===== src/rtl/spi_master_param.sv =====
// spi_master_param
// ----------------------------------------------------------------------------
// Single-word, full-duplex SPI master, MSB first, all four SPI modes.
// A local controller requests one swap at a time. The block drives SCK, MOSI
// and the selected chip select, shifts in MISO, and then reports the received
// word.
//
// Parameters
//   WIDTH    : bits per transfer (2..32)
//   CLK_DIV  : clk cycles per SCK half-period (H), >= 1
//   CS_COUNT : number of active-low chip selects, >= 1
//
// Ports
//   clk, nRst        : system clock, asynchronous active-low reset
//   start_swap_i     : request, taken only while busy_o is low
//   cpol_i, cpha_i   : SPI mode, captured when a request is accepted
//   cs_sel_i         : slave index; a request with an index >= CS_COUNT is dropped
//   data_tx_i        : word to send, captured when a request is accepted
//   spi_miso_i       : serial data from the slave
//   spi_mosi_o       : serial data to the slave; holds its last bit between words
//   spi_cs_o         : active-low selects; only the captured one is low
//   spi_clk_o        : SCK; idles at the captured cpol
//   data_rx_o        : last received word, held until the next completion
//   data_good_o      : one-cycle pulse when data_rx_o updates
//   busy_o           : high from accept until the next request can be taken
//
// Timeline (cycle 0 = accept): CS low at 1, SCK edge k at 1+k*H,
// CS high + data_good at 1+(2W+1)*H, busy low at 1+(2W+2)*H.
module spi_master_param #(
    parameter  int WIDTH    = 8,
    parameter  int CLK_DIV  = 2,
    parameter  int CS_COUNT = 1,
    localparam int CSW      = (CS_COUNT > 2) ? $clog2(CS_COUNT) : 1
) (
    input  logic                clk,
    input  logic                nRst,
    input  logic                start_swap_i,
    input  logic                cpol_i,
    input  logic                cpha_i,
    input  logic [CSW-1:0]      cs_sel_i,
    input  logic [WIDTH-1:0]    data_tx_i,
    input  logic                spi_miso_i,
    output logic                spi_mosi_o,
    output logic [CS_COUNT-1:0] spi_cs_o,
    output logic                spi_clk_o,
    output logic [WIDTH-1:0]    data_rx_o,
    output logic                data_good_o,
    output logic                busy_o
);

    localparam int CW = (CLK_DIV > 1) ? $clog2(CLK_DIV) : 1;
    localparam int EW = $clog2(2 * WIDTH + 1);
    localparam logic [CW-1:0]  CNT_LAST  = CW'(CLK_DIV - 1);
    localparam logic [EW-1:0]  LAST_EDGE = EW'(2 * WIDTH);
    localparam logic [CSW:0]   CS_LIM    = CS_COUNT[CSW:0];

    typedef enum logic [2:0] {IDLE, LEAD, SHIFT, TRAIL, GAP} state_t;

    state_t              state_q, state_d;
    logic [CW-1:0]       cnt_q, cnt_d;
    logic [EW-1:0]       edge_q, edge_d;
    logic [WIDTH-1:0]    tx_q, tx_d;
    logic [WIDTH-1:0]    rx_q, rx_d;
    logic [WIDTH-1:0]    data_rx_q, data_rx_d;
    logic [CS_COUNT-1:0] cs_q, cs_d;
    logic                cpol_q, cpol_d;
    logic                cpha_q, cpha_d;
    logic                sck_q, sck_d;
    logic                mosi_q, mosi_d;
    logic                good_q, good_d;
    logic                busy_q, busy_d;

    logic                cnt_done;
    logic [EW-1:0]       edge_n;
    logic                cs_ok;

    assign cnt_done = (cnt_q == CNT_LAST);
    assign edge_n   = edge_q + 1'b1;
    assign cs_ok    = ({1'b0, cs_sel_i} < CS_LIM);

    always_ff @(posedge clk or negedge nRst) begin
        if (!nRst) begin
            state_q   <= IDLE;
            cnt_q     <= '0;
            edge_q    <= '0;
            tx_q      <= '0;
            rx_q      <= '0;
            data_rx_q <= '0;
            cs_q      <= '1;
            cpol_q    <= 1'b0;
            cpha_q    <= 1'b0;
            sck_q     <= 1'b0;
            mosi_q    <= 1'b0;
            good_q    <= 1'b0;
            busy_q    <= 1'b0;
        end else begin
            state_q   <= state_d;
            cnt_q     <= cnt_d;
            edge_q    <= edge_d;
            tx_q      <= tx_d;
            rx_q      <= rx_d;
            data_rx_q <= data_rx_d;
            cs_q      <= cs_d;
            cpol_q    <= cpol_d;
            cpha_q    <= cpha_d;
            sck_q     <= sck_d;
            mosi_q    <= mosi_d;
            good_q    <= good_d;
            busy_q    <= busy_d;
        end
    end

    always_comb begin
        state_d   = state_q;
        cnt_d     = cnt_q;
        edge_d    = edge_q;
        tx_d      = tx_q;
        rx_d      = rx_q;
        data_rx_d = data_rx_q;
        cs_d      = cs_q;
        cpol_d    = cpol_q;
        cpha_d    = cpha_q;
        sck_d     = sck_q;
        mosi_d    = mosi_q;
        good_d    = 1'b0;
        busy_d    = busy_q;

        case (state_q)
            IDLE: begin
                sck_d = cpol_q;
                if (start_swap_i && cs_ok) begin
                    cpol_d = cpol_i;
                    cpha_d = cpha_i;
                    sck_d  = cpol_i;
                    busy_d = 1'b1;
                    cnt_d  = '0;
                    edge_d = '0;
                    rx_d   = '0;
                    for (int i = 0; i < CS_COUNT; i++)
                        cs_d[i] = (cs_sel_i != CSW'(i));
                    // cpha=0 puts the MSB out before the first edge; cpha=1
                    // drives it on edge 1, so keep the whole word queued.
                    if (!cpha_i) begin
                        mosi_d = data_tx_i[WIDTH-1];
                        tx_d   = {data_tx_i[WIDTH-2:0], 1'b0};
                    end else begin
                        tx_d   = data_tx_i;
                    end
                    state_d = LEAD;
                end
            end

            // LEAD ends with edge 1, so it shares the edge logic with SHIFT.
            LEAD, SHIFT: begin
                if (cnt_done) begin
                    cnt_d  = '0;
                    sck_d  = ~sck_q;
                    edge_d = edge_n;
                    // Sample on odd edges for cpha=0, even edges for cpha=1;
                    // the other edges drive, except the final edge.
                    if (edge_n[0] != cpha_q) begin
                        rx_d = {rx_q[WIDTH-2:0], spi_miso_i};
                    end else if (edge_n != LAST_EDGE) begin
                        mosi_d = tx_q[WIDTH-1];
                        tx_d   = {tx_q[WIDTH-2:0], 1'b0};
                    end
                    state_d = (edge_n == LAST_EDGE) ? TRAIL : SHIFT;
                end else begin
                    cnt_d = cnt_q + 1'b1;
                end
            end

            TRAIL: begin
                if (cnt_done) begin
                    cnt_d     = '0;
                    cs_d      = '1;
                    data_rx_d = rx_q;
                    good_d    = 1'b1;
                    state_d   = GAP;
                end else begin
                    cnt_d = cnt_q + 1'b1;
                end
            end

            GAP: begin
                if (cnt_done) begin
                    cnt_d   = '0;
                    busy_d  = 1'b0;
                    state_d = IDLE;
                end else begin
                    cnt_d = cnt_q + 1'b1;
                end
            end

            default: state_d = IDLE;
        endcase
    end

    assign spi_mosi_o  = mosi_q;
    assign spi_cs_o    = cs_q;
    assign spi_clk_o   = sck_q;
    assign data_rx_o   = data_rx_q;
    assign data_good_o = good_q;
    assign busy_o      = busy_q;

endmodule


===== config.mk =====
export PLATFORM = sky130hd
export DESIGN_NAME = spi_master_param
export DESIGN_NICKNAME = d
export VERILOG_FILES = /design/src/rtl/spi_master_param.sv
export SDC_FILE = /design/constraint.sdc
export NUM_CORES = 1
export LEC_CHECK = 0
export BUFFER_PORTS_ARGS = -buffer_cell sky130_fd_sc_hd__buf_2
export CAP_MARGIN = 20
export CORE_MARGIN = 4
export CORE_UTILIZATION = 30
export CTS_CLUSTER_DIAMETER = 150
export DETAILED_ROUTE_END_ITERATION = 10
export HOLD_SLACK_MARGIN = 0.06
export PLACE_DENSITY = 0.55
export SLEW_MARGIN = 20
export SYNTH_ARGS = -nofsm -noshare
export SYNTH_HDL_FRONTEND = slang
export SYNTH_SLANG_ARGS = --single-unit

===== constraint.sdc =====
create_clock -name clk -period 2.7 [get_ports clk]
set_input_delay 0.54 -clock clk [delete_from_list [all_inputs] [get_ports clk]]
set_output_delay 0.54 -clock clk [all_outputs]
set_load 0.05 [all_outputs]

After elaboration in Yosys (flattened, before gate mapping):

Cells that the tools add are included.

* register bits after elaboration: 40
* input port bits: 15
* logic and storage cells: 90

* add/sub/neg operators: 2
* $lt $le $gt $ge: 1
* equality and inequality tests: 15
* mux-type cells: 39
* bitwise logic cells: 1
* reduce and logical (&&, ||, !) cells: 19

Operator list (number)
* 2-to-1 mux 8 bit: 8
* one-hot mux 8 bit (2 select lines): 2
* 2-to-1 mux 1 bit: 16
* inequality test 2 bit, second input constant: 8
* 2-to-1 mux 3 bit: 4
* one-hot mux 3 bit (4 select lines): 1
* 2-to-1 mux 5 bit: 2
* one-hot mux 1 bit (2 select lines): 5
* one-hot mux 5 bit (2 select lines): 1
* AND reduction 3 bit: 3
* AND reduction 2 bit: 4
* AND reduction 4 bit: 2
* nonzero test 2 bit: 4
* == test 3 x 2 -> 1 bit, second input constant: 2
* AND reduction 6 bit: 1
* adder 5 x 1 -> 5 bit, second input constant: 1
* == test 5 bit, second input constant: 1
* inequality test 5 bit, second input constant: 1
* AND reduction 5 bit: 1
* OR reduction 4 bit: 1
* == test 3 x 1 -> 1 bit, second input constant: 1
* == test 3 bit, second input constant: 1
* zero test 3 bit: 1
* OR reduction 2 bit: 1
* 5 further kinds: 5

Longest topological paths before layout:

Gate-level depths: netlist (run 1).

* depth in word-level cells: 6
* depth in mapped cells: 7
* depth with buffers taken out: 6

Worst setup path before layout (run 1):

No wires, ideal clock.

* path type: in2reg
* start: input cs_sel_i
* end: register tx_q[1]
* library setup time: 125 ps
* arrival time: 2071 ps
* required time: 2575 ps
* path slack: 504 ps
* stages on the path: 6
* path buffers: 1
* cells stage by stage: or4b_4 > o21a_1 > or2_1 > a211o_1 > buf_6 > mux2_4

* cells in the longest elaborated chain, start to end: 4

Ends and longest elaborated chain
* from (decl): line 40 `input logic [CSW-1:0] cs_sel_i,`
* less-than comparator 1 bit: line 79 `assign cs_ok = ({1'b0, cs_sel_i} < CS_LIM);`
* logical AND 1 bit: line 131 `if (start_swap_i && cs_ok) begin`
* inequality test 2 bit (no line)
* AND reduction 5 bit (no line)
* to (signal assigned): line 100 `tx_q <= tx_d;`
* to (decl): line 62 `logic [WIDTH-1:0] tx_q, tx_d;`

Every way passes these cells.
A chain may end at the register's enable or synchronous reset.

Worst setup path in the final report (run 1):

* start: register edge_q[1]
* end: register tx_q[4]

* cells in the longest elaborated chain, start to end: 4

Ends and longest elaborated chain
* from (decl): line 61 `logic [EW-1:0] edge_q, edge_d;`
* from (signal assigned): line 99 `edge_q <= edge_d;`
* adder 5 x 1 -> 5 bit: line 78 `assign edge_n = edge_q + 1'b1;`
* inequality test 5 bit: line 163 `end else if (edge_n != LAST_EDGE) begin`
* inequality test 2 bit (no line)
* AND reduction 5 bit (no line)

Every way passes these cells.

==> results of run 1 <==
critical path: stages (launching register included):
cell,delay [ns]
sky130_fd_sc_hd__dfrtp_1,0.44
sky130_fd_sc_hd__ha_1,0.27
sky130_fd_sc_hd__nand3_1,0.11
sky130_fd_sc_hd__or2_2,0.29
sky130_fd_sc_hd__a211oi_1,0.30
sky130_fd_sc_hd__a211o_1,0.46
sky130_fd_sc_hd__mux2_4,0.34
worst max path at each step:
stage	from	end	cells past startpoint
2_1_floorplan	cs_sel_i	tx_q[1]$_DFFE_PN0P_	6
3_3_place_gp	cs_sel_i	tx_q[5]$_DFFE_PN0P_	6
3_5_place_dp	cs_sel_i	tx_q[4]$_DFFE_PN0P_	6
4_1_cts	edge_q[1]$_DFFE_PN0P_	tx_q[4]$_DFFE_PN0P_	6
5_1_grt	edge_q[1]$_DFFE_PN0P_	tx_q[3]$_DFFE_PN0P_	6
6_report	edge_q[1]$_DFFE_PN0P_	tx_q[4]$_DFFE_PN0P_	6
through the flow:
| step | util | cells | worst slack (ns) |
|---|---|---|---|
| 2_1_floorplan | - | 193 | 0.504 |
| 4_1_cts | 0.363 | 302 | 0.346 |
| 5_1_grt | 0.363 | 302 | 0.217 |
| 3_3_place_gp | 0.345 | 294 | 0.245 |
| 3_5_place_dp | 0.345 | 294 | 0.218 |
| 6_report | 0.363 | 302 | 0.371 |
power breakdown:
part           internal (mW)  leakage [nW]  switching [mW]
combinational          0.602         0.565           0.862
clock                  0.278        0.0583           0.220
sequential             0.820         0.514           0.157
total                   1.70          1.14            1.24
cell type report:
class                      count  area, sq um
fill                         663         4070
sequential                    40         1000
multi-input combinational    139          907
timing repair buffer          33          180
tap                           77         96.3
clock buffer                   5         68.8
clock inverter                 3         47.5
inverter                       5         18.8
flip-flops by register name (all words and copies together), names as in the netlist, 3 cells and up:
name and cells:
edge_q 5, data_rx_o 8, rx_q 8, state_q 3, tx_q 8
placed cells by master, fill, tap and decap left out, types with 3 or more instances in the layout:
cell type and count:
sky130_fd_sc_hd__inv_1 4, sky130_fd_sc_hd__clkbuf_8 5, sky130_fd_sc_hd__mux2i_1 9, sky130_fd_sc_hd__or2_2 3, sky130_fd_sc_hd__nand2b_1 3, sky130_fd_sc_hd__nand2_1 43, sky130_fd_sc_hd__nand3_1 3, sky130_fd_sc_hd__dfrtp_1 39
sky130_fd_sc_hd__mux2_4 7, sky130_fd_sc_hd__buf_2 27, sky130_fd_sc_hd__nor3_1 3, sky130_fd_sc_hd__nor2_1 8, sky130_fd_sc_hd__a22o_1 11, sky130_fd_sc_hd__buf_4 6, sky130_fd_sc_hd__o21ai_0 17
Yosys cell counts (all sizes together) (3+ instances only):
| master | count | area share |
|---|---|---|
| a22o | 11 | 0.049 |
| nor3 | 3 | 0.0076 |
| dfrtp | 39 | 0.49 |
| nand3 | 3 | 0.0076 |
| buf | 4 | 0.017 |
| nand2b | 3 | 0.0095 |
| nor2 | 9 | 0.018 |
| inv | 4 | 0.0076 |
| nand2 | 43 | 0.081 |
| o21ai | 17 | 0.043 |
| mux2i | 9 | 0.045 |
| clkbuf | 5 | 0.0095 |
| mux2 | 9 | 0.064 |
| or2 | 4 | 0.013 |
kinds of logic (layout without fill, tap and decap cells):
family / after synthesis / after routing / synth area share
simple gates: 70 / 70 / 0.157
compound gates: 45 / 45 / 0.160
mux: 18 / 18 / 0.110
fa+ha+maj: 2 / 2 / 0.0126
buf+inv: 14 / 46 / 0.0360
flops: 40 / 40 / 0.506
xor+xnor: 4 / 4 / 0.0177
per-layer routing:
layer  global-route usage  share of wire
met1                0.149           0.52
met2                0.166           0.42
met3               0.0276          0.050
met4               0.0365          0.011
met5                    0              0
==> PnR_summary.wiki, run 1 <==
{| class="wikitable"
! Metric !! Value
|-
| Routed vias || roughly 1,400
|-
| Worst Reg-to-Reg Cells || 6
|-
| DIE AREA || around 8000 sq um
|-
| Number of port buffers || 27
|-
| VDD IR-drop max || 659 uV
|-
| Clock Path Buffers || 2
|-
| Width of the die || 89.3 microns
|-
| Final hold violation count || 0
|-
| Fmax || approximately 430 MHz
|-
| TNS Setup || 0 ns
|-
| Class of the most critical setup path || flip-flop to flip-flop
|-
| Number of unique standard cell types used by synthesis || 39
|-
| EDFF count, synth || 0
|-
| H-tree level count || 2
|-
| Initial DRC count || 45
|-
| Routability Congestion || around 0.73
|-
| Fraction of final layout cells with drive strength greater than 1 || 0.262
|-
| Average wire length per cell after detail routing || 12.7 microns
|-
| Total power divided by cell area || approximately 1300 nW/um^2
|-
| Synthesized area per cell || approximately 10 sq um
|-
| Clock-pin slew on the worst setup and hold paths || ~0.09 ns
|-
| Number of failing setup endpoints in the final timing report || 0
|-
| Maximum number of pins on one net before global-route repair || between 40 and 50
|-
| Antenna diode count || 0
|-
| # Post-CTS Setup Buffers || 0
|-
| Finished Cell Area || between 2000 and 2500 sq um
|-
| Final worst path period share || 0.862
|-
| Gate count of the mapped netlist || roughly 190
|-
| Yosys Warn Count || 0
|-
| Required time at the worst-slack endpoint || between 2 and 3 ns
|-
| Count of state elements after synthesis || 40
|-
| Post-layout net count || 241
|-
| Post-synth net total || 210
|-
| Share of flip-flops with an asynchronous set or reset after synthesis || 1.00
|-
| Endpoint arrival time on the critical path || roughly 2.5 ns
|-
| Maximum capacitance violations || 0
|-
| Commonest register cell after synthesis || sky130_fd_sc_hd__dfrtp_1
|-
| Vert. Die Dim || just under 90 microns
|-
| Number of global-route vias before repair || ~1,500
|-
| Number of rows created at floorplan || 29
|-
| Area delta synth->final || 17.2%
|-
| Total I/O pin count || 28
|-
| Antenna violations before repair || 0
|-
| Post-CTS Hold Fix Bufs || 0
|-
| Reg2Reg Setup Slack || approximately 0.37 ns
|-
| Min Clock Period, post-route || around 2.3 ns
|-
| Clock Sink Count || 40
|-
| Post-detailed-route via-to-cell ratio || roughly 4.8
|-
| Highest fanout seen on the critical path || 8
|-
| Tightest Hold Check Type || input port to asynchronous set/reset pin
|-
| Tot GR Track Use || 0.108
|-
| Starting Density || 0.310
|-
| Outcome || finished, final reports clean
|-
| Power Total || 2.94 mW
|-
| Number of buffers created by CTS || 5
|-
| Clock insertion delay at the later pin of the skew report || 0.29 ns
|-
| Detailed placement HPWL || 2690 microns
|-
| Area of the mapped netlist || between 1500 and 2000 sq um
|-
| Critical path startpoint category || flip-flop
|-
| Proportion of synthesized chip area in sequential cells || 0.506
|-
| Clock root buffer || sky130_fd_sc_hd__clkbuf_8
|-
| Category of the worst setup path capture point || flip-flop
|-
| Origin of the critical flop-to-flop path || edge_q[1]$_DFFE_PN0P_
|-
| Clock skew || 0.00931 ns
|-
| Setup repair after global routing missed its margin || no
|-
| Count of final max-slew check failures || 0
|-
| Hold Slack || about 0.36 ns
|-
| Routed wire length || ~3800 microns
|-
| Floorplan core area || approximately 6400 sq um
|-
| Cell area reported after detailed placement || 2200 sq um
|-
| Worst slew pin tran || 0.865 ns
|-
| TritonCTS clock tree || yes
|-
| First-pass iteration count of the detailed router || 4
|-
| CTS resizes || 0
|-
| Leakage Power || around 1.1 nW
|-
| Leftover overflow at the end of global routing || 0
|-
| Worst reg2reg path endpoint || tx_q[4]$_DFFE_PN0P_
|-
| Worst slew margin relative to its limit || 0.423
|-
| Wire length of the first global-routing pass || about 6700 microns
|-
| Post-DRT Antenna Nets || 0
|-
| DRC violations left || 0
|}
No activity file was read; power rests on OpenSTA's default activity.
==> inputs of run 2 (changes only) <==
--- a/config.mk
+++ b/config.mk
@@ -7,7 +7,7 @@
 export LEC_CHECK = 0
 export BUFFER_PORTS_ARGS = -buffer_cell sky130_fd_sc_hd__buf_2
 export CAP_MARGIN = 20
-export CORE_MARGIN = 4
+export CORE_MARGIN = 8
 export CORE_UTILIZATION = 30
 export CTS_CLUSTER_DIAMETER = 150
 export DETAILED_ROUTE_END_ITERATION = 10
==> constraint.sdc (replaced) <==
create_clock -name clk -period 2.7 [get_ports clk]
set_input_delay 0.54 -clock clk [delete_from_list [all_inputs] [get_ports clk]]
set_output_delay 0.54 -clock clk [all_outputs]
set_load 0.02 [all_outputs]
==> PnR_summary.wiki, run 2 (same netlist as run 1, synthesis figures left out) <==
{| class="wikitable"
! Metric !! Value
|-
| Cell breakdown of the critical path || ha_1 -> nand3_1 -> or2_2 -> a211oi_1 -> a211o_1 -> mux2_4
|-
| Largest delay contributor family on the critical path || compound AO/OA/AOI/OAI gates
|-
| TritonCTS clock tree || yes
|-
| Floorplan core area || 6390 sq um (unchanged)
|-
| Clock Path Buffers || 2 (unchanged)
|-
| Clock insertion delay at the later pin of the skew report || 0.29 ns (about the same)
|-
| Clock skew || 0.00833 ns (-0.000981 ns)
|-
| Reg2Reg Setup Slack || 0.31 ns (-0.06 ns)
|-
| Number of global-route vias before repair || 1,464 (-0.068%)
|-
| Critical path startpoint category || flip-flop
|-
| Width of the die || 97.3 microns (+9.0%)
|-
| Area delta synth->final || 16.7%
|-
| DIE AREA || 9460 sq um (+19%)
|-
| Highest cell delay on the worst timing path || 0.49 ns (+0.03 ns)
|-
| Standard cell with the maximum stage delay on the critical path || sky130_fd_sc_hd__dfrtp_1
|-
| Antenna diode count || 0 (unchanged)
|-
| Crit path buf inv count || 0 (unchanged)
|-
| Post-layout net count || 240 (-0.41%)
|-
| DRC violations left || 0 (unchanged)
|-
| Number of rows created at floorplan || 29 (unchanged)
|-
| # Post-CTS Setup Buffers || 0 (unchanged)
|-
| Outcome || finished, final reports clean
|-
| Total I/O pin count || 28 (unchanged)
|-
| Post-detailed-route via-to-cell ratio || 4.84 (+1.8%)
|-
| Average wire length per cell after detail routing || 13.1 microns (+3.3%)
|-
| Top library cells by usage in the layout, fill and taps aside || sky130_fd_sc_hd__nand2_1 (43), sky130_fd_sc_hd__dfrtp_1 (39), sky130_fd_sc_hd__buf_2 (27), sky130_fd_sc_hd__o21ai_0 (17), sky130_fd_sc_hd__a22o_1 (11)
|-
| Tightest Hold Check Type || input port to asynchronous set/reset pin
|-
| Logic depth of the worst path, buffers included || 6 (unchanged)
|-
| Count of final max-slew check failures || 0 (unchanged)
|-
| H-tree level count || 2 (unchanged)
|-
| Maximum capacitance violations || 0 (unchanged)
|-
| Fraction of final layout cells with drive strength greater than 1 || 0.259 (-0.00329)
|-
| TNS Setup || 0 ns (unchanged)
|-
| Class of the most critical setup path || flip-flop to flip-flop
|-
| Number of port buffers || 27 (unchanged)
|-
| Routability Congestion || 0.736 (+0.68%)
|-
| VDD IR-drop max || 553 uV (-16%)
|-
| Leftover overflow at the end of global routing || 0 (unchanged)
|-
| End-of-flow core utilization || 0.362 (-0.00137)
|-
| Initial DRC count || 63 (+40%)
|-
| Maximum number of pins on one net before global-route repair || 41 (unchanged)
|-
| Power Total || 2.79 mW (-5.2%)
|-
| Clock Sink Count || 40 (unchanged)
|-
| Worst slew pin tran || 0.879 ns (+0.0141 ns)
|-
| Antenna violations before repair || 0 (unchanged)
|-
| Number of failing setup endpoints in the final timing report || 0 (unchanged)
|-
| Non-filler instance count after layout || 301 (-0.33%)
|-
| Starting Density || 0.310 (unchanged)
|-
| Post-DRT Antenna Nets || 0 (unchanged)
|-
| Total power divided by cell area || 1200 nW/um^2 (-4.8%)
|-
| Fmax || 418 MHz (-2.6%)
|-
| Detailed placement HPWL || 2780 microns (+3.4%)
|-
| Number of buffers created by CTS || 5 (unchanged)
|-
| Post-CTS Hold Fix Bufs || 0 (unchanged)
|-
| Routed vias || 1,458 (+1.5%)
|-
| CTS resizes || 0 (unchanged)
|-
| Wire length of the first global-routing pass || 6840 microns (+1.7%)
|-
| Clock root buffer || sky130_fd_sc_hd__clkbuf_8
|-
| Post-placement cell count || 293 (-0.34%)
|-
| Leakage Power || 1.13 nW (-0.76%)
|-
| Tot GR Track Use || 0.0871 (-0.0211)
|-
| Routed wire length || 3930 microns (+2.9%)
|-
| Most frequent standard cell in the layout excluding fill and tap cells || sky130_fd_sc_hd__nand2_1
|-
| First-pass iteration count of the detailed router || 4 (unchanged)
|-
| Endpoint arrival time on the critical path || 2.57 ns (+0.07 ns)
|-
| Clock-pin slew on the worst setup and hold paths || 0.08 ns (about the same)
|-
| Final worst path period share || 0.885 (+0.0230)
|-
| Worst Reg-to-Reg Cells || 6 (unchanged)
|-
| Required time at the worst-slack endpoint || 2.88 ns (about the same)
|-
| Final hold violation count || 0 (unchanged)
|-
| Category of the worst setup path capture point || flip-flop
|-
| Min Clock Period, post-route || 2.39 ns (+0.0620 ns)
|-
| Highest fanout seen on the critical path || 8 (unchanged)
|-
| Setup repair after global routing missed its margin || no
|-
| Vert. Die Dim || 97.3 microns (+9.0%)
|-
| Worst slew margin relative to its limit || 0.414 (-0.00940)
|}
run 2: worst paths after layout:
kind,start,endpoint
worst max register to register,edge_q[0]$_DFFE_PN0P_,tx_q[5]$_DFFE_PN0P_
min in group clk,spi_miso_i,rx_q[0]$_DFFE_PN0P_
worst min register to register,data_rx_o[4]$_DFFE_PN0P_,data_rx_o[4]$_DFFE_PN0P_
worst min-delay path,nRst,tx_q[0]$_DFFE_PN0P_
max in group asynchronous,nRst,cnt_done$_DFFE_PN0P_
worst max-delay path,edge_q[0]$_DFFE_PN0P_,tx_q[5]$_DFFE_PN0P_
run 2: area by class of cell:
type	count	area, sq um
Clock buffer	5	68.8
Timing Repair Buffer	32	173
Fill cell	647	4070
Tap cell	77	96.3
Clock inverter	3	46.3
Inverter	5	18.8
Multi-Input combinational cell	139	907
Sequential cell	40	1000
run 2: power breakdown:
group	leakage, nW	internal (mW)	switching [mW]	total (mW)
Clock	0.0548	0.278	0.223	0.502
Sequential	0.514	0.820	0.168	0.988
Combinational	0.560	0.594	0.702	1.30
Total	1.13	1.69	1.09	2.79
run 2: routing by layer:
metal / track usage / vias to the layer above / part of all wire / routed length, microns
met4: 0.0315 / 0 / 0.014 / 56
met5: 0 / - / 0 / 0
met1: 0.107 / 694 / 0.49 / 1940
met2: 0.133 / 24 / 0.45 / 1760
li1: - / 735 / - / -
met3: 0.0356 / 5 / 0.046 / 179
run 2: per-stage QoR:
stage / cell area [sq um] / hold slack [ns] / setup WS, ns
floorplan: 1980 / 0.244 / 0.504
global placement: 2200 / 0.454 / 0.242
detailed placement: 2200 / 0.458 / 0.199
CTS: 2310 / 0.398 / 0.278
global route: 2310 / 0.430 / 0.148
finish: 2310 / 0.365 / 0.309
run 2: worst register-to-register path: stages (launching register included):
cell	delay, ns
sky130_fd_sc_hd__dfrtp_1	0.49
sky130_fd_sc_hd__ha_1	0.28
sky130_fd_sc_hd__nand3_1	0.11
sky130_fd_sc_hd__or2_2	0.29
sky130_fd_sc_hd__a211oi_1	0.31
sky130_fd_sc_hd__a211o_1	0.47
sky130_fd_sc_hd__mux2_4	0.34
